<file path="config.mk">
export PLATFORM = sky130hd
export DESIGN_NAME = group_update_sequencer_flat
export DESIGN_NICKNAME = d
export VERILOG_FILES = /design/src/rtl/group_update_sequencer_if.sv /design/src/rtl/group_update_sequencer.sv /design/src/flat_wrapper.sv
export SDC_FILE = /design/constraint.sdc
export NUM_CORES = 1
export LEC_CHECK = 0
export ABC_AREA = 1
export BUFFER_PORTS_ARGS = -buffer_cell sky130_fd_sc_hd__buf_2
export CAP_MARGIN = 30
export CELL_PAD_IN_SITES_DETAIL_PLACEMENT = 0
export CELL_PAD_IN_SITES_GLOBAL_PLACEMENT = 1
export CORE_MARGIN = 4
export CORE_UTILIZATION = 42
export CTS_CLUSTER_DIAMETER = 50
export DETAILED_ROUTE_END_ITERATION = 8
export PLACE_DENSITY = 0.91
export SLEW_MARGIN = 20
export SYNTH_ARGS = -nofsm -noshare
export SYNTH_HDL_FRONTEND = slang
export SYNTH_SLANG_ARGS = --single-unit
</file>
<file path="constraint.sdc">
create_clock -name clk -period 2.66 [get_ports clk]
set_clock_uncertainty 0.05 [all_clocks]
set_input_delay 0.266 -clock clk [delete_from_list [all_inputs] [get_ports clk]]
set_output_delay 0.266 -clock clk [all_outputs]
set_load 0.005 [all_outputs]
</file>
<file path="src/rtl/group_update_sequencer_if.sv">
// Control/status bundle between the run controller and the group update sequencer.
// Latency: none, wires only.
// Backpressure: none; start/stop are level-sampled requests, outputs are always valid.
interface group_update_sequencer_if #(
    parameter int GROUP_W = 3,
    parameter int DWELL_W = 8,
    parameter int SWEEP_W = 16
);
    logic               start;
    logic               stop;
    logic [DWELL_W-1:0] dwell_cycles;
    logic [SWEEP_W-1:0] num_sweeps;
    logic [GROUP_W-1:0] group_EN;
    logic               group_valid;
    logic               sweep_done;
    logic               done;
    logic               busy;
    logic [SWEEP_W-1:0] sweep_count;

    // Run controller side
    modport master (
        output start, stop, dwell_cycles, num_sweeps,
        input  group_EN, group_valid, sweep_done, done, busy, sweep_count
    );

    // Sequencer side
    modport slave (
        input  start, stop, dwell_cycles, num_sweeps,
        output group_EN, group_valid, sweep_done, done, busy, sweep_count
    );
endinterface

</file>
<file path="src/rtl/group_update_sequencer.sv">
// Steps the LUT group select through colour groups 0..NUM_GROUPS-1, holding each dwell+1 cycles, for N sweeps or until stop.
// Latency: start to first valid group is 1 cycle; done pulses 1 cycle after the final sweep's last cycle.
// Backpressure: none; stop is deferred to the end of the current sweep, start is ignored unless idle.
module group_update_sequencer #(
    parameter int NUM_GROUPS = 5,
    parameter int GROUP_W    = 3,
    parameter int DWELL_W    = 8,
    parameter int SWEEP_W    = 16
) (
    input  logic                     clk,
    input  logic                     rst_n,
    group_update_sequencer_if.slave  bus
);

    typedef enum logic [1:0] {
        S_IDLE   = 2'd0,
        S_RUN    = 2'd1,
        S_FINISH = 2'd2
    } state_t;

    localparam logic [GROUP_W-1:0] LAST_GROUP = GROUP_W'(NUM_GROUPS - 1);

    state_t             state_q, state_d;
    logic [GROUP_W-1:0] group_q, group_d;
    logic [DWELL_W-1:0] dwell_cnt_q, dwell_cnt_d;
    logic [DWELL_W-1:0] dwell_cfg_q, dwell_cfg_d;
    logic [SWEEP_W-1:0] num_sweeps_q, num_sweeps_d;
    logic [SWEEP_W-1:0] sweep_count_q, sweep_count_d;
    logic               stop_pending_q, stop_pending_d;
    logic               group_valid_q, group_valid_d;
    logic               sweep_done_q, sweep_done_d;
    logic               done_q, done_d;
    logic               busy_q, busy_d;
    logic               run_end;

    // Next-state and next-output computation; outputs are derived from the
    // next state so that every output is a flop with no decode after it.
    always_comb begin
        state_d        = state_q;
        group_d        = group_q;
        dwell_cnt_d    = dwell_cnt_q;
        dwell_cfg_d    = dwell_cfg_q;
        num_sweeps_d   = num_sweeps_q;
        sweep_count_d  = sweep_count_q;
        stop_pending_d = stop_pending_q;
        run_end        = 1'b0;

        case (state_q)
            S_IDLE: begin
                // stop is meaningless here; start+stop is just a start
                if (bus.start) begin
                    state_d        = S_RUN;
                    group_d        = '0;
                    dwell_cnt_d    = '0;
                    dwell_cfg_d    = bus.dwell_cycles;
                    num_sweeps_d   = bus.num_sweeps;
                    sweep_count_d  = '0;
                    stop_pending_d = 1'b0;
                end
            end

            S_RUN: begin
                if (bus.stop) begin
                    stop_pending_d = 1'b1;
                end
                if (dwell_cnt_q == dwell_cfg_q) begin
                    dwell_cnt_d = '0;
                    if (group_q == LAST_GROUP) begin
                        // Sweep boundary: the only place a run may end, so
                        // every p-bit sees the same number of updates.
                        group_d = '0;
                        if (sweep_count_q != '1) begin
                            sweep_count_d = sweep_count_q + SWEEP_W'(1);
                        end
                        run_end = stop_pending_q || bus.stop ||
                                  ((num_sweeps_q != '0) &&
                                   ((sweep_count_q + SWEEP_W'(1)) == num_sweeps_q));
                        if (run_end) begin
                            state_d = S_FINISH;
                        end
                    end else begin
                        group_d = group_q + GROUP_W'(1);
                    end
                end else begin
                    dwell_cnt_d = dwell_cnt_q + DWELL_W'(1);
                end
            end

            S_FINISH: begin
                state_d = S_IDLE;
            end

            default: begin
                state_d = S_IDLE;
                group_d = '0;
            end
        endcase

        group_valid_d = (state_d == S_RUN);
        busy_d        = (state_d != S_IDLE);
        done_d        = (state_d == S_FINISH);
        sweep_done_d  = (state_d == S_RUN) && (group_d == LAST_GROUP) &&
                        (dwell_cnt_d == dwell_cfg_d);
    end

    // State and registered outputs; reset returns everything to idle with no done pulse.
    always_ff @(posedge clk or negedge rst_n) begin
        if (!rst_n) begin
            state_q        <= S_IDLE;
            group_q        <= '0;
            dwell_cnt_q    <= '0;
            dwell_cfg_q    <= '0;
            num_sweeps_q   <= '0;
            sweep_count_q  <= '0;
            stop_pending_q <= 1'b0;
            group_valid_q  <= 1'b0;
            sweep_done_q   <= 1'b0;
            done_q         <= 1'b0;
            busy_q         <= 1'b0;
        end else begin
            state_q        <= state_d;
            group_q        <= group_d;
            dwell_cnt_q    <= dwell_cnt_d;
            dwell_cfg_q    <= dwell_cfg_d;
            num_sweeps_q   <= num_sweeps_d;
            sweep_count_q  <= sweep_count_d;
            stop_pending_q <= stop_pending_d;
            group_valid_q  <= group_valid_d;
            sweep_done_q   <= sweep_done_d;
            done_q         <= done_d;
            busy_q         <= busy_d;
        end
    end

    assign bus.group_EN    = group_q;
    assign bus.group_valid = group_valid_q;
    assign bus.sweep_done  = sweep_done_q;
    assign bus.done        = done_q;
    assign bus.busy        = busy_q;
    assign bus.sweep_count = sweep_count_q;

endmodule

</file>
<file path="src/flat_wrapper.sv">
// flat-port wrapper written by rule: the top's interface ports become plain ports
module group_update_sequencer_flat 
#(
    parameter int NUM_GROUPS = 5,
    parameter int GROUP_W    = 3,
    parameter int DWELL_W    = 8,
    parameter int SWEEP_W    = 16
)
  (clk, rst_n, bus_start, bus_stop, bus_dwell_cycles, bus_num_sweeps, bus_group_EN, bus_group_valid, bus_sweep_done, bus_done, bus_busy, bus_sweep_count);
  group_update_sequencer_if #(.GROUP_W(GROUP_W), .DWELL_W(DWELL_W), .SWEEP_W(SWEEP_W)) bus_i ();
  input  logic clk;
  input  logic rst_n;
  input wire logic [$bits(bus_i.start)-1:0] bus_start;
  input wire logic [$bits(bus_i.stop)-1:0] bus_stop;
  input wire logic [$bits(bus_i.dwell_cycles)-1:0] bus_dwell_cycles;
  input wire logic [$bits(bus_i.num_sweeps)-1:0] bus_num_sweeps;
  output wire logic [$bits(bus_i.group_EN)-1:0] bus_group_EN;
  output wire logic [$bits(bus_i.group_valid)-1:0] bus_group_valid;
  output wire logic [$bits(bus_i.sweep_done)-1:0] bus_sweep_done;
  output wire logic [$bits(bus_i.done)-1:0] bus_done;
  output wire logic [$bits(bus_i.busy)-1:0] bus_busy;
  output wire logic [$bits(bus_i.sweep_count)-1:0] bus_sweep_count;
  assign bus_i.start = bus_start;
  assign bus_i.stop = bus_stop;
  assign bus_i.dwell_cycles = bus_dwell_cycles;
  assign bus_i.num_sweeps = bus_num_sweeps;
  assign bus_group_EN = bus_i.group_EN;
  assign bus_group_valid = bus_i.group_valid;
  assign bus_sweep_done = bus_i.sweep_done;
  assign bus_done = bus_i.done;
  assign bus_busy = bus_i.busy;
  assign bus_sweep_count = bus_i.sweep_count;
  group_update_sequencer #(.NUM_GROUPS(NUM_GROUPS), .GROUP_W(GROUP_W), .DWELL_W(DWELL_W), .SWEEP_W(SWEEP_W)) u_core (.clk(clk), .rst_n(rst_n), .bus(bus_i));
endmodule
</file>
# --- Word level (Yosys, flattened, before mapping) ---
# Cells that the tools add are included.
word_totals:
  wordCells: 63
  ff_bits: 58
  input_bits: 28
  output_inout_bits: 23
op_classes:
  reduce_logical: 12
  n_eq_ne: 15
  n_mux: 22
  n_addsub: 3
ops:
  columns: ["operator", "count"]
  rows:
  - ["$mux W16", 4]
  - ["$mux W8", 4]
  - ["$pmux W16 S2", 1]
  - ["$add A16 B1 Y16 const B", 1]
  - ["$eq A16 B16 Y1", 1]
  - ["$eq A8 B8 Y1", 2]
  - ["$ne A16 B16 Y1 const B", 1]
  - ["$pmux W8 S2", 1]
  - ["$reduce_bool A16 Y1", 1]
  - ["$mux W3", 3]
  - ["$pmux W3 S3", 1]
  - ["$add A8 B1 Y8 const B", 1]
  - ["$mux W2", 4]
  - ["$eq A3 B3 Y1 const B", 2]
  - ["$ne A2 B1 Y1 const B", 3]
  - ["$reduce_and A5 Y1", 1]
  - ["$eq A2 B1 Y1 const B", 2]
  - ["$eq A2 B2 Y1 const B", 2]
  - ["$ne A2 B2 Y1 const B", 2]
  - ["$pmux W2 S2", 1]
  - ["$reduce_bool A2 Y1", 2]
  - ["$add A3 B1 Y3 const B", 1]
  - ["$logic_and A1 B1 Y1", 3]
  - ["$reduce_and A3 Y1", 1]
  - ["5 further kinds", 7]

# --- Logic depth before layout (Yosys ltp) ---
# Gate-level depths: netlist of run 1.
depth:
  ltp_word: 11
  depth_mapped: 18
  depth_no_buf: 18

# --- Worst setup path before layout of run 1 ---
# OpenSTA, ideal clock, no wires.
synth_path:
  path_kind: "register to register"
  start: "reg u_core.sweep_count_q[0] (netlist: u_core.bus.sweep_count[0])"
  end: "reg u_core.sweep_done_q (netlist: u_core.bus.sweep_done)"
  period_less_slack_ps: 1899
  arrival_time_ps: 1735
  setup_time_ps: 114
  slack_ps: 761
  required_time_ps: 2496
  path_stages_with_launch: 19
  path_cell_list: "dfrtp_1 ha_1 nand2_2 nor2_4 nand2_2 inv_2 nand2_1 clkinv_1 nand2_1 nand2_1 nand2_1 nand2_1 nand2_1 nor2_1 nand2_1 nand2_1 nand3_2 nand2_2 nor2_1"
synth_between:
  elab_chain_len: 11
synth_rtl:
  columns: ["element", "line_no", "rtl"]
  rows:
  - ["start: declaration", "group_update_sequencer.sv:28", "logic [SWEEP_W-1:0] sweep_count_q, sweep_count_d;"]
  - ["start signal: assignment", "group_update_sequencer.sv:126", "sweep_count_q <= sweep_count_d;"]
  - ["$add A16 B1 Y16", "group_update_sequencer.sv:77", "((sweep_count_q + SWEEP_W'(1)) == num_sweeps_q));"]
  - ["$eq A16 B16 Y1", "group_update_sequencer.sv:77", null]
  - ["$logic_and A1 B1 Y1", "group_update_sequencer.sv:76", "((num_sweeps_q != '0) &&"]
  - ["$logic_or A1 B1 Y1", "group_update_sequencer.sv:75", "run_end = stop_pending_q || bus.stop ||"]
  - ["$mux W2", "group_update_sequencer.sv:78", "if (run_end) begin"]
  - ["$mux W2", "group_update_sequencer.sv:68", "if (group_q == LAST_GROUP) begin"]
  - ["$mux W2", "group_update_sequencer.sv:66", "if (dwell_cnt_q == dwell_cfg_q) begin"]
  - ["$pmux W2 S2", "group_update_sequencer.sv:48", "case (state_q)"]
  - ["$eq A2 B1 Y1", "group_update_sequencer.sv:102", "sweep_done_d = (state_d == S_RUN) && (group_d == LAST_GROUP) &&"]
  - ["$logic_and A1 B1 Y1 (2 in series)", "group_update_sequencer.sv:102", null]
  - ["named net u_core.sweep_done_d", "group_update_sequencer.sv:31", "logic sweep_done_q, sweep_done_d;"]
  - ["end signal: assignment", "group_update_sequencer.sv:129", "sweep_done_q <= sweep_done_d;"]
  - ["end: declaration", "group_update_sequencer.sv:31", null]
# The timed path passes the listed nets, and every way through them passes these cells.
# A chain may end at the register's enable or synchronous reset.

# --- Worst setup path after layout of run 1 ---
layout_path:
  start: "reg u_core.sweep_count_q[0] (netlist: u_core.bus.sweep_count[0])"
  end: "reg u_core.sweep_count_q[10] (netlist: u_core.bus.sweep_count[10])"
layout_between:
  elab_chain_len: 5
layout_rtl:
  columns: ["element", "line_no", "rtl"]
  rows:
  - ["$add A16 B1 Y16", "group_update_sequencer.sv:73", "sweep_count_d = sweep_count_q + SWEEP_W'(1);"]
  - ["$mux W16", "group_update_sequencer.sv:72", "if (sweep_count_q != '1) begin"]
  - ["$mux W16", "group_update_sequencer.sv:68", null]
  - ["$mux W16", "group_update_sequencer.sv:66", null]
  - ["$pmux W16 S2", "group_update_sequencer.sv:48", null]
# Parallel ways exist; a longest one is shown, timed or not. The select of a mux whose other input is x is not followed.

==> impl.org, run 1 <==
** Synthesis
- Commonest register cell after synthesis :: sky130_fd_sc_hd__dfrtp_1
- Post-synthesis area per instance :: 7.255 sq um
- Count of distinct cell types in the synthesized netlist :: 37
- In this run, synthesis inferred 0 flip-flops with an integrated enable.
- After synthesis, the largest area contributor takes up 41.16% of total cell area.
- Cell taking the most area after synthesis :: sky130_fd_sc_hd__dfrtp_1
- Proportion of synthesized chip area in sequential cells :: 41.16%
- Synthesis produced a netlist with a net count of 518.
- Post-synthesis instance area :: 3526 sq um
- During synthesis, Yosys emitted a total of 0 warnings.
- Synthesized flop and latch total :: 58
- In the synthesized netlist, the number of instances is 486.
- Leading cell types by total area after synthesis :: sky130_fd_sc_hd__dfrtp_1 (41%), sky130_fd_sc_hd__nand2_1 (15%), sky130_fd_sc_hd__nand3_1 (7.7%)
- For this run, asynchronously set or reset flops after synthesis account for 100.0%.

** STA
- Subtracting the final worst setup slack from the clock period gives 2.197 ns.
- Pins Over Slew Limit :: 0
- Final setup violating endpoints :: 0
- Setup repair after global routing missed its margin :: false
- The worst pin sits at a relative slew slack of 65.26%.
- Slew of the pin with the lowest slew margin :: 0.5196 ns
- Fraction of the cycle the final worst path needs :: 82.58%
- For this run, the top clock speed supported by timing is 0.4553 GHz.
- Summed over all failing endpoints, the final setup total negative slack is 0 ns.
- Hold Fails Final Rpt :: 0

** Setup path
- The kind of cell with the highest combined delay along the critical path is simple AND/OR/NAND/NOR gates.
- The startpoint identified for the worst register-to-register timing path is u_core.bus.sweep_count[0].
- Critical path data required time :: 2.87 ns
- The largest individual stage delay along the critical path comes from the cell sky130_fd_sc_hd__dfrtp_1.
- For the worst setup path, the data arrival time is 2.41 ns.
- The worst setup path is launched from a flip-flop.
- Cells along the critical path :: ha_1 -> nand2_2 -> nor2_4 -> nand2_2 -> inv_2 -> nand2_1 -> clkinv_1 -> nand2_1 -> o21ai_1 -> nor2_2 -> buf_4 -> nand3_1 -> o21ai_0
- Setup slack, reg-to-reg :: 0.46 ns
- Type of element capturing the critical path :: flip-flop
- Buffering stage count on the worst path with inverters included :: 3
- Worst reg2reg path endpoint :: u_core.bus.sweep_count[10]
- Counting cells, the worst reg-to-reg path comes to 13.
- On the worst path, the slowest cell contributes a delay of 0.43 ns.
- Highest fanout seen on the critical path :: 10
- Setup Crit Path Kind :: reg2reg

** Final layout
- Antenna fix cells :: 0
- Relative to the synthesized area, the layout overhead comes to 16.36%.
- The post-route netlist has 19.27% of its cells at a drive strength greater than 1.
- Registers take 1451 sq um.
- At the end of the flow the core is filled with cells to 50.18%.
- Number of inserted filler cells in the final layout :: 841
- The library cells used most frequently in the layout, excluding fill and tap cells, are sky130_fd_sc_hd__nand2_1 (142), sky130_fd_sc_hd__inv_1 (62), sky130_fd_sc_hd__dfrtp_1 (58).
- The multi-input combinational cells in the finished layout cover a total of 1755 sq um.
- Leaving out fill and tap cells, the most frequent cell in the layout is sky130_fd_sc_hd__nand2_1.
- At the end of the flow, the number of nets in the layout was 578.

** Die
- Die area :: 9925 sq um
- The total area inside the core boundary comes to 8175 sq um.
- After floorplanning, the core was divided into 33 placement rows.
- Die Y-Extent :: 99.63 microns
- Boundary pin count :: 51
- The floorplan step set the die width to 99.63 microns.
- Once the floorplan was initialized, standard cells occupied 43.13% of the core.

** Clock tree
- Number of levels in the clock H-tree :: 3
- CTS placed an instance of sky130_fd_sc_hd__clkbuf_8 at the clock tree root.
- The clock reaches the later pin of the worst-skew pair after 0.34 ns.
- Counting along the longest clock path gives a buffer depth of 2.
- Clock slew at reported path FFs :: 0.06 ns
- Once the clock tree was built, the resizer swapped 0 gates to a different size.
- The number of setup buffers added after CTS is 0.
- Total CTS buffers :: 9
- TritonCTS built the clock tree.
- The number of hold buffers added after CTS was 1.
- Sinks on the clock net :: 58

** Detailed routing
- Overall via count from detail_route :: 3,382
- Routed wirelength normalized by instance count :: 13.90 microns
- The count of nets left with antenna violations once routing finished came out at 0.
- Remaining DRCs :: 0
- After detailed routing, the number of vias per cell comes to 5.163.
- Total routed wirelength :: 9.107 mm
- After the first detailed-routing iteration, the DRC count stood at 98.
- Detailed-routing iteration count for the pre-antenna-repair pass :: 5

** Power and ir drop
- IR Drop Worst-Case VDD :: 0.4160 mV
- Net Sw Power :: 1.559 mW
- Sequential Power Share :: 37.9%
- Combinational logic burns 41.4% of the power.
- Fraction of power spent switching nets :: 41.39%
- Summed over all cells, the static leakage comes to 2.046 nW.
- The internal power of the cells totals 2.207 mW.
- Power density of the placed cells :: 918.0 nW/um^2
- Per report_power, the clock group accounts for 20.7% of the total.

** Hold path
- In this run the most critical hold path is launched from bus_num_sweeps[1].
- The worst hold path belongs to the class in2reg.
- For hold timing, the worst endpoint is u_core.num_sweeps_q[1].
- Hold-critical path depth :: 3

** Job
- The tool flagged a number of max-cap violations equal to 0.

** Global route
- Vias in the first global route :: 3,249
- Total congestion overflow after global routing :: 0
- The initial antenna violation count was 0.
- Entering global routing, the biggest net connects 25 pins.
- Global-route wire length before repair :: 15.37 mm
- Global routing used 19.58% of the available tracks.

** Placed design
- Half-perimeter wire length after detailed placement :: 7.027 mm
- Port buffering added 50 buffers.
- Placer Congestion :: 0.8528

** Run status
- Run status :: finished clean
## layout make-up
class	count	area share [%]
Sequential cell	58	35.38
Inverter	70	6.404
Tap cell	105	3.202
Clock buffer	13	4.361
Clock inverter	2	0.2440
Multi-Input combinational cell	349	42.79
Timing Repair Buffer	58	7.624
## worst reg2reg max path: stages (launching register included)
cell and delay [ns]:
sky130_fd_sc_hd__dfrtp_1 0.43, sky130_fd_sc_hd__ha_1 0.25, sky130_fd_sc_hd__nand2_2 0.12, sky130_fd_sc_hd__nor2_4 0.07, sky130_fd_sc_hd__nand2_2 0.10, sky130_fd_sc_hd__inv_2 0.04, sky130_fd_sc_hd__nand2_1 0.08, sky130_fd_sc_hd__clkinv_1 0.08
sky130_fd_sc_hd__nand2_1 0.10, sky130_fd_sc_hd__o21ai_1 0.12, sky130_fd_sc_hd__nor2_2 0.27, sky130_fd_sc_hd__buf_4 0.24, sky130_fd_sc_hd__nand3_1 0.08, sky130_fd_sc_hd__o21ai_0 0.08
## synthesized netlist by cell type, types with 2 or more instances
cell type / count
sky130_fd_sc_hd__o21ai_0: 27
sky130_fd_sc_hd__dfrtp_1: 58
sky130_fd_sc_hd__or2_1: 3
sky130_fd_sc_hd__nor2_2: 5
sky130_fd_sc_hd__o21ai_1: 10
sky130_fd_sc_hd__buf_2: 3
sky130_fd_sc_hd__nand2_2: 8
sky130_fd_sc_hd__inv_2: 7
sky130_fd_sc_hd__buf_6: 2
sky130_fd_sc_hd__nand3_2: 3
sky130_fd_sc_hd__a21oi_1: 5
sky130_fd_sc_hd__clkbuf_1: 3
sky130_fd_sc_hd__o211ai_1: 5
sky130_fd_sc_hd__ha_1: 4
sky130_fd_sc_hd__xor2_1: 5
sky130_fd_sc_hd__nand4_1: 15
sky130_fd_sc_hd__nor2_1: 27
sky130_fd_sc_hd__or2_2: 2
sky130_fd_sc_hd__nand3_1: 54
sky130_fd_sc_hd__xnor2_1: 5
sky130_fd_sc_hd__nor2_4: 6
sky130_fd_sc_hd__nor3_1: 2
sky130_fd_sc_hd__inv_1: 62
sky130_fd_sc_hd__o22ai_1: 11
sky130_fd_sc_hd__nand2_1: 142
## power groups by stage
stage	combinational [mW]	sequential, mW	clock [mW]
detailed placement	1.56	1.44	0
global placement	1.55	1.42	0
finish	1.56	1.43	0.780
global route	1.81	1.47	0.842
floorplan	1.19	1.37	0
CTS	1.58	1.42	0.795
## flip-flops by register name, summed over array words and instances (netlist names)
name	flops
u_core.bus.sweep_count	16
u_core.dwell_cfg_q	8
u_core.bus.group_EN	3
u_core.dwell_cnt_q	8
u_core.bus.sweep_done	1
u_core.stop_pending_q	1
u_core.bus.done	1
u_core.bus.busy	1
u_core.bus.group_valid	1
u_core.num_sweeps_q	16
u_core.state_q	2
## kinds of logic (layout without fill, tap and decap cells)
group / count (synthesis) / after routing / share of synthesized area (%)
buf+inv: 79 / 143 / 9.049
flops: 58 / 58 / 41.16
xor+xnor: 10 / 10 / 2.484
fa+ha+maj: 4 / 4 / 1.420
simple gates: 273 / 273 / 35.98
compound gates: 62 / 62 / 9.901
## layer usage
| metal | vias up | track usage, % | wire [microns] |
|---|---|---|---|
| met4 | 0 | 7.458 | 222 |
| met3 | 20 | 4.348 | 351 |
| li1 | 1692 | - | - |
| met2 | 71 | 32.95 | 4456 |
| met1 | 1599 | 24.53 | 4077 |
| met5 | - | 0 | 0 |
## through the flow
step | hold WS [ns] | worst slack, ns | power [mW] | cells | cell area (sq um)
6_report | 0.07674 | 0.4634 | 3.766 | 655 | 4103
5_1_grt | 0.07430 | 0.2433 | 4.125 | 655 | 4103
4_1_cts | 0.06981 | 0.4717 | 3.794 | 655 | 4103
3_5_place_dp | 0.1511 | 0.4988 | 3.003 | 639 | 3904
3_3_place_gp | 0.1435 | 0.5352 | 2.973 | 639 | 3904
2_1_floorplan | -0.07959 | 0.7607 | 2.563 | 486 | 3526
## how the worst max path moves through the flow
stage	end	cells past startpoint	from	slack (ns)
after floorplan	u_core.bus.sweep_done	18	u_core.bus.sweep_count[0]	0.76
after global placement	u_core.bus.sweep_done	15	u_core.bus.sweep_count[2]	0.54
after detailed placement	u_core.bus.sweep_count[10]	13	u_core.bus.sweep_count[0]	0.50
after CTS	u_core.bus.sweep_count[10]	13	u_core.bus.sweep_count[0]	0.47
after global routing	u_core.bus.sweep_count[9]	13	u_core.bus.sweep_count[0]	0.24
final	u_core.bus.sweep_count[10]	13	u_core.bus.sweep_count[0]	0.46
(Power assumes the default switching activity.)
==> run 2, diff against run 1 <==
Settings changed: ABC_AREA 1 to 0, CORE_UTILIZATION 42 to 40, PLACE_DENSITY 0.91 to 0.86.
Clock period 2.66 ns to 1.95 ns, I/O delays scaled along.
==> run 2 against run 1 <==
The run now ends with negative setup slack left; first-iteration DRC count increased by 82%; hold slack worse by 0.058 ns; register-to-register slack got worse by 1.1 ns; count of clock-buffer cells in the layout is 1 lower; critical path depth shrank 5.
==> impl.org, run 2 <==
** Run status
- The run finished, with violations left.
- The checks that failed: negative setup slack.

** Setup path
- The worst endpoint data arrival time came to 2.75 ns (+0.34 ns).
- Startpoint type of the worst setup path :: flip-flop
- The number of cells on the worst reg-to-reg path was 8 (-5).
- Capturing element of the worst setup path :: u_core.bus.sweep_done
- Startpoint of the most critical register-to-register path :: u_core.bus.sweep_count[1]
- On the critical path, the stage with the largest delay is an instance of sky130_fd_sc_hd__or4_4.
- The setup slack of the most critical reg-to-reg path came to -0.62 ns (-1.08 ns).
- The most critical setup path has its startpoint at u_core.bus.sweep_count[1].
- The total stage count of the critical path is 8 (-5).
- The required arrival time at the worst endpoint came to 2.13 ns (-0.74 ns).
- In this run the critical register-to-register path is captured at u_core.bus.sweep_done.
- Most repeated library cell on the critical path :: sky130_fd_sc_hd__a21oi_2
- Largest delay contributor family on the critical path :: simple AND/OR/NAND/NOR gates
- Cells along the critical path :: nand4_1 -> or4_4 -> or3_4 -> a2111oi_4 -> o2111ai_2 -> a21oi_2 -> a21oi_2 -> nor4b_2
- The worst setup path is of the reg2reg kind.
- Buffering stage count on the worst path with inverters included :: 0 (-3)
- Highest fanout seen on the critical path :: 3 (-7)
- Type of element capturing the critical path :: flip-flop
- The stage delay of the slowest cell on the critical path came to 0.55 ns (+0.12 ns).

** Die
- The chip height is 100.5 microns (+0.84%).
- The starting utilization of the core area came to 41.41% (-1.7 points).
- The die width is 100.5 microns (+0.84%).
- Std-Cell Core Area :: 8258 sq um (+1.0%)
- The I/O pin count came to 51 (unchanged).
- The die footprint is 10,090 sq um (+1.7%).
- Standard-cell row count :: 33 (unchanged)

** Synthesis
- Most frequent cell after synthesis :: sky130_fd_sc_hd__dfrtp_1
- Gate count after technology mapping :: 351 (-28%)
- By area the synthesized netlist is led by sky130_fd_sc_hd__dfrtp_1 (42%), sky130_fd_sc_hd__mux2_2 (6.9%), sky130_fd_sc_hd__xor2_1 (5.4%).
- The Yosys warning count is 0 (unchanged).
- Share of synthesized cell area in full adder, half adder and majority cells :: 1.464% (+0.044 points)
- The share of synthesized area occupied by flip-flops and latches is 42.44% (+1.3 points).
- The combined area of all synthesized cells is 3420 sq um (-3.0%).
- The total nets after synthesis was 383 (-26%).
- Xor/xnor share of the synthesized area :: 8.452% (+6.0 points)
- Top-area cell type share of the netlist area :: 42.44% (+1.3 points)
- Synthesized flop and latch total :: 58 (unchanged)
- Cell taking the most area after synthesis :: sky130_fd_sc_hd__dfrtp_1
- Async SR Flop Fraction :: 100.0% (unchanged)
- EDFF count, synth :: 0 (unchanged)
- Dominant combinational cell family by area after synthesis :: simple AND/OR/NAND/NOR gates
- Compound-cell area share of the yosys netlist :: 17.82% (+7.9 points)
- The basic-gate share of the synthesized area counting and, or, nand and nor cells came to 18.44% (-18 points).
- Count of distinct cell types in the synthesized netlist :: 56 (+51%)
- Commonest register cell after synthesis :: sky130_fd_sc_hd__dfrtp_1
- Post-synthesis area per instance :: 9.742 sq um (+34%)
- Most used standard cells in the synthesized netlist :: sky130_fd_sc_hd__dfrtp_1 (58), sky130_fd_sc_hd__o21ai_0 (30), sky130_fd_sc_hd__nand2_1 (28)
- The share of synthesized area spent on multiplexers is 7.501% (+7.5 points).

** Hold path
- The startpoint identified for the worst hold timing path is bus_num_sweeps[1].
- Path class of the lowest-slack min-delay path :: in2reg

** Placed design
- The count of input and output buffers came to 50 (unchanged).
- The post-DP HPWL is 7.581 mm (+7.9%).
- The weighted congestion at the end of routability-driven global placement was 0.9122 (+7.0%).

** Global route
- The number of global-route vias before repair was 3,595 (+11%).
- Maximum number of pins on one net before global-route repair :: 35 (+40%)
- Initial antenna violation count :: 0 (unchanged)
- The wire length of the first global-routing pass came to 17.60 mm (+14%).
- The overall overflow remaining after global route was 0 (unchanged).
- Total routing resource utilization after global routing :: 22.52% (+2.9 points)

** Detailed routing
- The via density per instance is 5.635 (+9.1%).
- The remaining routing DRC violations came to 0 (unchanged).
- Detailed-routing iteration count for the pre-antenna-repair pass :: 4 (-1)
- Initial drt markers :: 178 (+82%)
- Total routed wirelength :: 11.47 mm (+26%)
- The per-cell routed wire length came to 18.60 microns (+34%).
- The total vias in the final route is 3,477 (+2.8%).
- Post-DRT Antenna Nets :: 0 (unchanged)

** Clock tree
- TritonCTS built the clock tree.
- Clock Tree Root :: sky130_fd_sc_hd__clkbuf_8
- Number of levels in the clock H-tree :: 3 (unchanged)
- The number of sinks driven by the clock tree is 58 (unchanged).
- Max Buffers Root-to-Sink :: 2 (unchanged)
- The number of buffers added by the clock tree synthesis step came to 9 (unchanged).
- The clock latency on the worst-skew pair came to 0.35 ns (about the same).
- Clock slew at reported path FFs :: 0.08 ns (+0.02 ns)

** Final layout
- Antenna fix cells :: 0 (unchanged)
- In the layout the commonest cells are sky130_fd_sc_hd__buf_4 (97), sky130_fd_sc_hd__dfrtp_1 (56), sky130_fd_sc_hd__buf_2 (50).
- Most common cell after layout, fill and taps aside :: sky130_fd_sc_hd__buf_4
- The fill cell total of the finished layout came to 649 (-23%).
- Number of nets in the finished design :: 539 (-6.7%)
- The fraction of final layout cells with drive strength greater than 1 was 52.15% (+33 points).
- The final design utilization was 63.71% (+14 points).
- Layout overhead on the synthesized area :: 53.86%

** STA
- The clock period minus final worst setup slack is 2.569 ns (+0.3720 ns).
- The worst slew margin relative to its limit came to 55.92% (-9.3 points).
- The count of pins over their slew limit is 0 (unchanged).
- Worst hold slack :: 0.01886 ns (-0.05789 ns)
- The number of hold violations in the final report came to 0 (unchanged).
- Slew of the pin with the lowest slew margin :: 0.6612 ns (+0.1416 ns)
- Final setup violating endpoints :: 24 (+24)
- Setup repair after global routing could not meet its margin everywhere.
- The final worst-path setup slack was -0.6186 ns (-1.082 ns).
- The maximum achievable frequency was 0.3893 GHz (-14%).
- Fraction of the cycle the final worst path needs :: 131.7% (+49 points)

** Power and ir drop
- Cell Int Power :: 4.322 mW (+96%)
- Sequential Power Share :: 29.3% (-8.6 points)
- Leakage power summed over all cells :: 2.417 nW (+18%)
- Clock share of power :: 18.5% (-2.2 points)
- The worst-case vdd ir drop came to 0.8742 mV (+110%).
- The switching share of power is 39.23% (-2.2 points).
- Power density of the placed cells :: 1352 nW/um^2 (+47%)
- The total power consumption of the routed design was 7.112 mW (+89%).
- Net Sw Power :: 2.790 mW (+79%)
- The portion of total power attributed to combinational logic came to 52.2% (+11 points).

** Job
- The count of max-cap constraint violations is 0 (unchanged).
==> run 2: cell types whose count changed after synthesis, moves of 9 or more <==
| cell | before | now |
|---|---|---|
| sky130_fd_sc_hd__o21ai_1 | 10 | 0 |
| sky130_fd_sc_hd__inv_1 | 62 | 10 |
| sky130_fd_sc_hd__o31ai_1 | 0 | 9 |
| sky130_fd_sc_hd__nand2_1 | 142 | 28 |
| sky130_fd_sc_hd__nor2_1 | 27 | 16 |
| sky130_fd_sc_hd__nand3_1 | 54 | 17 |
| sky130_fd_sc_hd__xor2_1 | 5 | 21 |
| sky130_fd_sc_hd__o22ai_1 | 11 | 0 |
| sky130_fd_sc_hd__mux2_2 | 0 | 21 |
| sky130_fd_sc_hd__nand4_1 | 15 | 4 |
==> run 2: cells by family after synthesis <==
group | Yosys count
fa+ha+maj | 4
flops | 58
mux | 23
buf+inv | 29
simple gates | 115
xor+xnor | 33
compound gates | 89
==> run 2: worst reg2reg max path, stage by stage, from the launching register on <==
cell and delay, ns:
sky130_fd_sc_hd__dfrtp_1 0.39, sky130_fd_sc_hd__nand4_1 0.21, sky130_fd_sc_hd__or4_4 0.55, sky130_fd_sc_hd__or3_4 0.35, sky130_fd_sc_hd__a2111oi_4 0.31, sky130_fd_sc_hd__o2111ai_2 0.18
sky130_fd_sc_hd__a21oi_2 0.19, sky130_fd_sc_hd__a21oi_2 0.08, sky130_fd_sc_hd__nor4b_2 0.16
==> run 2: metrics by stage <==
step | instances | cell area [sq um] | setup WS [ns] | TNS, ns
global route | 617 | 5261 | -0.7276 | -12.43
detailed placement | 581 | 4463 | -0.6514 | -8.674
CTS | 612 | 4995 | -0.5333 | -8.702
global placement | 581 | 4463 | -0.5990 | -7.649
finish | 617 | 5261 | -0.6186 | -10.91
floorplan | 351 | 3466 | -0.5676 | -7.956
==> run 2: area by class of cell <==
| cell class | count | area (sq um) | area share [%] |
|---|---|---|---|
| clock buffers | 12 | 155.1 | 2.949 |
| clock inverters | 4 | 73.82 | 1.403 |
| inverters | 10 | 37.54 | 0.7134 |
| multi-input cells | 265 | 2216 | 42.12 |
| flip-flops and latches | 58 | 1454 | 27.63 |
| well taps | 105 | 131.4 | 2.497 |
| repair buffers | 163 | 1194 | 22.69 |
==> run 2: timing repair <==
action,4_1_cts,5_1_grt
pin swaps,20,18
hold buffers,2,0
resized for setup,53,53
setup endpoints to repair,25,26
setup buffers,11,6
gates cloned,2,0
endpoints found under the hold margin,25,0
==> run 2: worst min path at each step <==
stage | endpoint | cells past startpoint
2_1_floorplan | u_core.bus.busy | 0
3_3_place_gp | u_core.num_sweeps_q[4] | 1
3_5_place_dp | u_core.num_sweeps_q[7] | 1
4_1_cts | u_core.num_sweeps_q[15] | 2
5_1_grt | u_core.num_sweeps_q[7] | 2
6_report | u_core.num_sweeps_q[1] | 2
==> run 2: power groups by stage <==
stage / Combinational (mW) / Clock, mW / Sequential (mW)
finish: 3.71 / 1.32 / 2.08
CTS: 3.38 / 1.32 / 2.06
floorplan: 1.73 / 0 / 2.12
detailed placement: 3.17 / 0 / 2.08
global placement: 3.07 / 0 / 2.05
global route: 4.01 / 1.38 / 2.13
==> run 2: layer usage <==
layer	track usage (%)	up-vias	part of all wire, %
met2	39.04	127	53
li1	-	1600	-
met1	25.97	1708	38
met5	0	-	0
met4	13.26	0	4.8
met3	3.875	42	4.9
==> run 3, diff against run 2 <==
Settings changed: CORE_UTILIZATION 40 to 41, CTS_BUF_LIST set to sky130_fd_sc_hd__clkbuf_4, PLACE_DENSITY 0.86 to 0.88.
==> run 3 against run 2 <==
The run still ends with negative setup slack left; critical path depth did not move; cell count rose by 1.9%; cell area fell by 0.95%; maximum frequency rose by 0.39%; via count fell by 1.0%; die area fell by 2.2%; critical path type unchanged; largest power group unchanged; highest routed layer unchanged.
==> impl.org, run 3 (same netlist as run 2, synthesis figures left out) <==
** Global route
- The overall overflow remaining after global route is 0 (unchanged).
- The total global routing track utilization was 22.46% (-0.055 points).
- The number of global-route vias before repair was 3,665 (+1.9%).
- Maximum number of pins on one net before global-route repair :: 27 (-23%)
- Global-route wire length before repair :: 17.57 mm (-0.19%)
- Initial antenna violation count :: 0 (unchanged)

** Setup path
- Number of cells traversed by the worst register-to-register path :: 8 (unchanged)
- Startpoint of the most critical register-to-register path :: u_core.bus.sweep_count[0]
- Setup Crit Path Kind :: reg2reg
- The top fanout value on the critical path was 3 (unchanged).
- Crit path DAT :: 2.84 ns (+0.09 ns)
- In this run the worst setup path begins at u_core.bus.sweep_count[0].
- The worst setup path is launched from a flip-flop.
- Worst reg2reg path endpoint :: u_core.bus.done
- STA classifies the critical path endpoint as a flip-flop.
- Setup slack, reg-to-reg :: -0.61 ns (about the same)
- Critical path data required time :: 2.24 ns (+0.11 ns)

** STA
- The number of failing setup endpoints in the final timing report was 21 (-13%).
- Setup repair after global routing missed its margin :: true
- The clock period minus final worst setup slack was 2.559 ns (-0.009994 ns).
- Upper clock frequency limit :: 0.3908 GHz (+0.39%)
- Tightest slew margin relative to the limit :: 67.12% (+11 points)
- The slew of the pin with the lowest slew margin came to 0.4932 ns (-0.1681 ns).
- Pins Over Slew Limit :: 0 (unchanged)
- The number of hold violations in the final report is 0 (unchanged).
- Fraction of the cycle the final worst path needs :: 131.2% (-0.51 points)
- Setup ws final :: -0.6086 ns (+0.009994 ns)

** Detailed routing
- The via density per instance was 5.472 (-2.9%).
- The detailed-routing iteration count for the pre-antenna-repair pass was 4 (unchanged).
- The initial DRC count is 75 (-58%).
- The per-cell routed wire length was 17.19 microns (-7.6%).
- Remaining DRCs :: 0 (unchanged)
- The post-route antenna net violation count was 0 (unchanged).
- The overall routed net length came to 10.81 mm (-5.8%).
- The total vias in the final route was 3,442 (-1.0%).

** Clock tree
- CTS tree :: done
- The clock transition at the registers of the reported paths is 0.09 ns (about the same).
- The maximum level of the CTS H-tree came to 3 (unchanged).
- The number of sinks driven by the clock tree was 58 (unchanged).
- Clock Tree Root :: sky130_fd_sc_hd__clkbuf_4
- The number of buffers added by the clock tree synthesis step is 9 (unchanged).
- Max Buffers Root-to-Sink :: 2 (unchanged)
- Skew-Pair Late Insertion Delay :: 0.40 ns (+0.05 ns)

** Placed design
- The weighted congestion at the end of routability-driven global placement is 0.8921 (-2.2%).
- Port bufs :: 50 (unchanged)
- The post-DP HPWL was 7.389 mm (-2.5%).

** Hold path
- The path with the worst hold slack has its endpoint at u_core.dwell_cfg_q[7].
- Hold-critical path depth :: 2 (unchanged)
- Min-delay src :: bus_dwell_cycles[7]
- Path class of the lowest-slack min-delay path :: in2reg

** Run status
- The run finished, with violations left.
- The final reports fail on negative setup slack.

** Die
- The cell row count was 33 (unchanged).
- The starting utilization of the core area is 41.83% (+0.42 points).
- Boundary pin count :: 51 (unchanged)
- The die footprint came to 9865 sq um (-2.2%).
- Die Y-Extent :: 99.33 microns (-1.1%)
- Std-Cell Core Area :: 8175 sq um (-1.0%)
- The die width was 99.33 microns (-1.1%).

** Final layout
- Compared with the post-synthesis result, the final layout area differs by 52.40%.
- Final Util :: 63.74% (about the same)
- Number of inserted filler cells in the final layout :: 635 (-2.2%)
- The fraction of final layout cells with drive strength greater than 1 was 46.76% (-5.4 points).
- Leading cell types in the layout, fill and taps excluded :: sky130_fd_sc_hd__buf_4 (96), sky130_fd_sc_hd__dfrtp_1 (56), sky130_fd_sc_hd__buf_2 (50)
- The number of nets in the layout was 552 (+2.4%).
- The antenna diode count is 0 (unchanged).
- Most common cell after layout, fill and taps aside :: sky130_fd_sc_hd__buf_4

** Power and ir drop
- The reported leakage power came to 2.387 nW (-1.2%).
- IR Drop Worst-Case VDD :: 0.7208 mV (-18%)
- The total power consumption of the routed design is 6.455 mW (-9.2%).
- The power per unit of standard cell area was 1239 nW/um^2 (-8.4%).

** Job
- Maxcap violations :: 0 (unchanged)
run 3: changes by cell type in the layout (fill, tap and decap cells not counted), sizes merged:
cell and change:
buf -4, bufinv -1, clkbuf -2, clkinv +2
dlygate4sd3 +17
run 3: worst max-delay path by stage:
stage | end | slack [ns] | cells past startpoint
detailed placement | u_core.bus.sweep_done | -0.70 | 10
floorplan | u_core.bus.sweep_done | -0.57 | 9
CTS | u_core.bus.sweep_done | -0.56 | 8
global route | u_core.bus.sweep_done | -0.68 | 8
global placement | u_core.bus.sweep_done | -0.64 | 10
finish | u_core.bus.done | -0.61 | 8
run 3: what timing repair did:
item,4_1_cts,5_1_grt
pin swaps,16,9
endpoints found under the setup margin,21,24
resized for setup,51,24
hold buffers,19,0
hold endpoints to repair,35,0
cloned,4,0
setup buffers,11,2
run 3: final cells by class:
| type | count | area [sq um] | area share [%] |
|---|---|---|---|
| Multi-Input combinational cell | 265 | 2116 | 40.60 |
| Timing Repair Buffer | 176 | 1351 | 25.93 |
| Clock buffer | 10 | 75.07 | 1.441 |
| Sequential cell | 58 | 1454 | 27.90 |
| Inverter | 10 | 37.54 | 0.7203 |
| Clock inverter | 5 | 46.29 | 0.8884 |
| Tap cell | 105 | 131.4 | 2.521 |
run 3: routing by layer:
layer,GRT usage (%),wire [microns]
met1,26.02,4254
met2,39.20,5548
met3,4.208,607
met4,11.97,400
met5,0,0
run 3: metrics by stage:
step / cell area, sq um / TNS (ns) / worst slack, ns / instances / hold WS, ns
3_5_place_dp: 4461 / -9.798 / -0.6961 / 579 / 0.1339
3_3_place_gp: 4461 / -8.420 / -0.6432 / 579 / 0.1300
5_1_grt: 5211 / -11.36 / -0.6772 / 629 / 0.003489
6_report: 5211 / -9.699 / -0.6086 / 629 / 0.01265
2_1_floorplan: 3466 / -7.956 / -0.5676 / 351 / -0.1506
4_1_cts: 5092 / -9.254 / -0.5648 / 628 / 0.005478
run 3: power breakdown:
part / leakage [nW] / switching, mW / internal (mW) / total [mW]
Combinational: 1.62 / 1.72 / 1.81 / 3.53
Clock: 0.0688 / 0.446 / 0.385 / 0.831
Sequential: 0.701 / 0.419 / 1.67 / 2.09
run 3: worst max-delay path, stage by stage, from the launching register on:
cell and delay (ns):
sky130_fd_sc_hd__dfrtp_2 0.39, sky130_fd_sc_hd__nand4_1 0.17, sky130_fd_sc_hd__or4_4 0.52, sky130_fd_sc_hd__or3_4 0.36
sky130_fd_sc_hd__a2111oi_4 0.32, sky130_fd_sc_hd__o2111ai_2 0.19, sky130_fd_sc_hd__a21oi_2 0.22, sky130_fd_sc_hd__buf_4 0.15
sky130_fd_sc_hd__and2_4 0.13
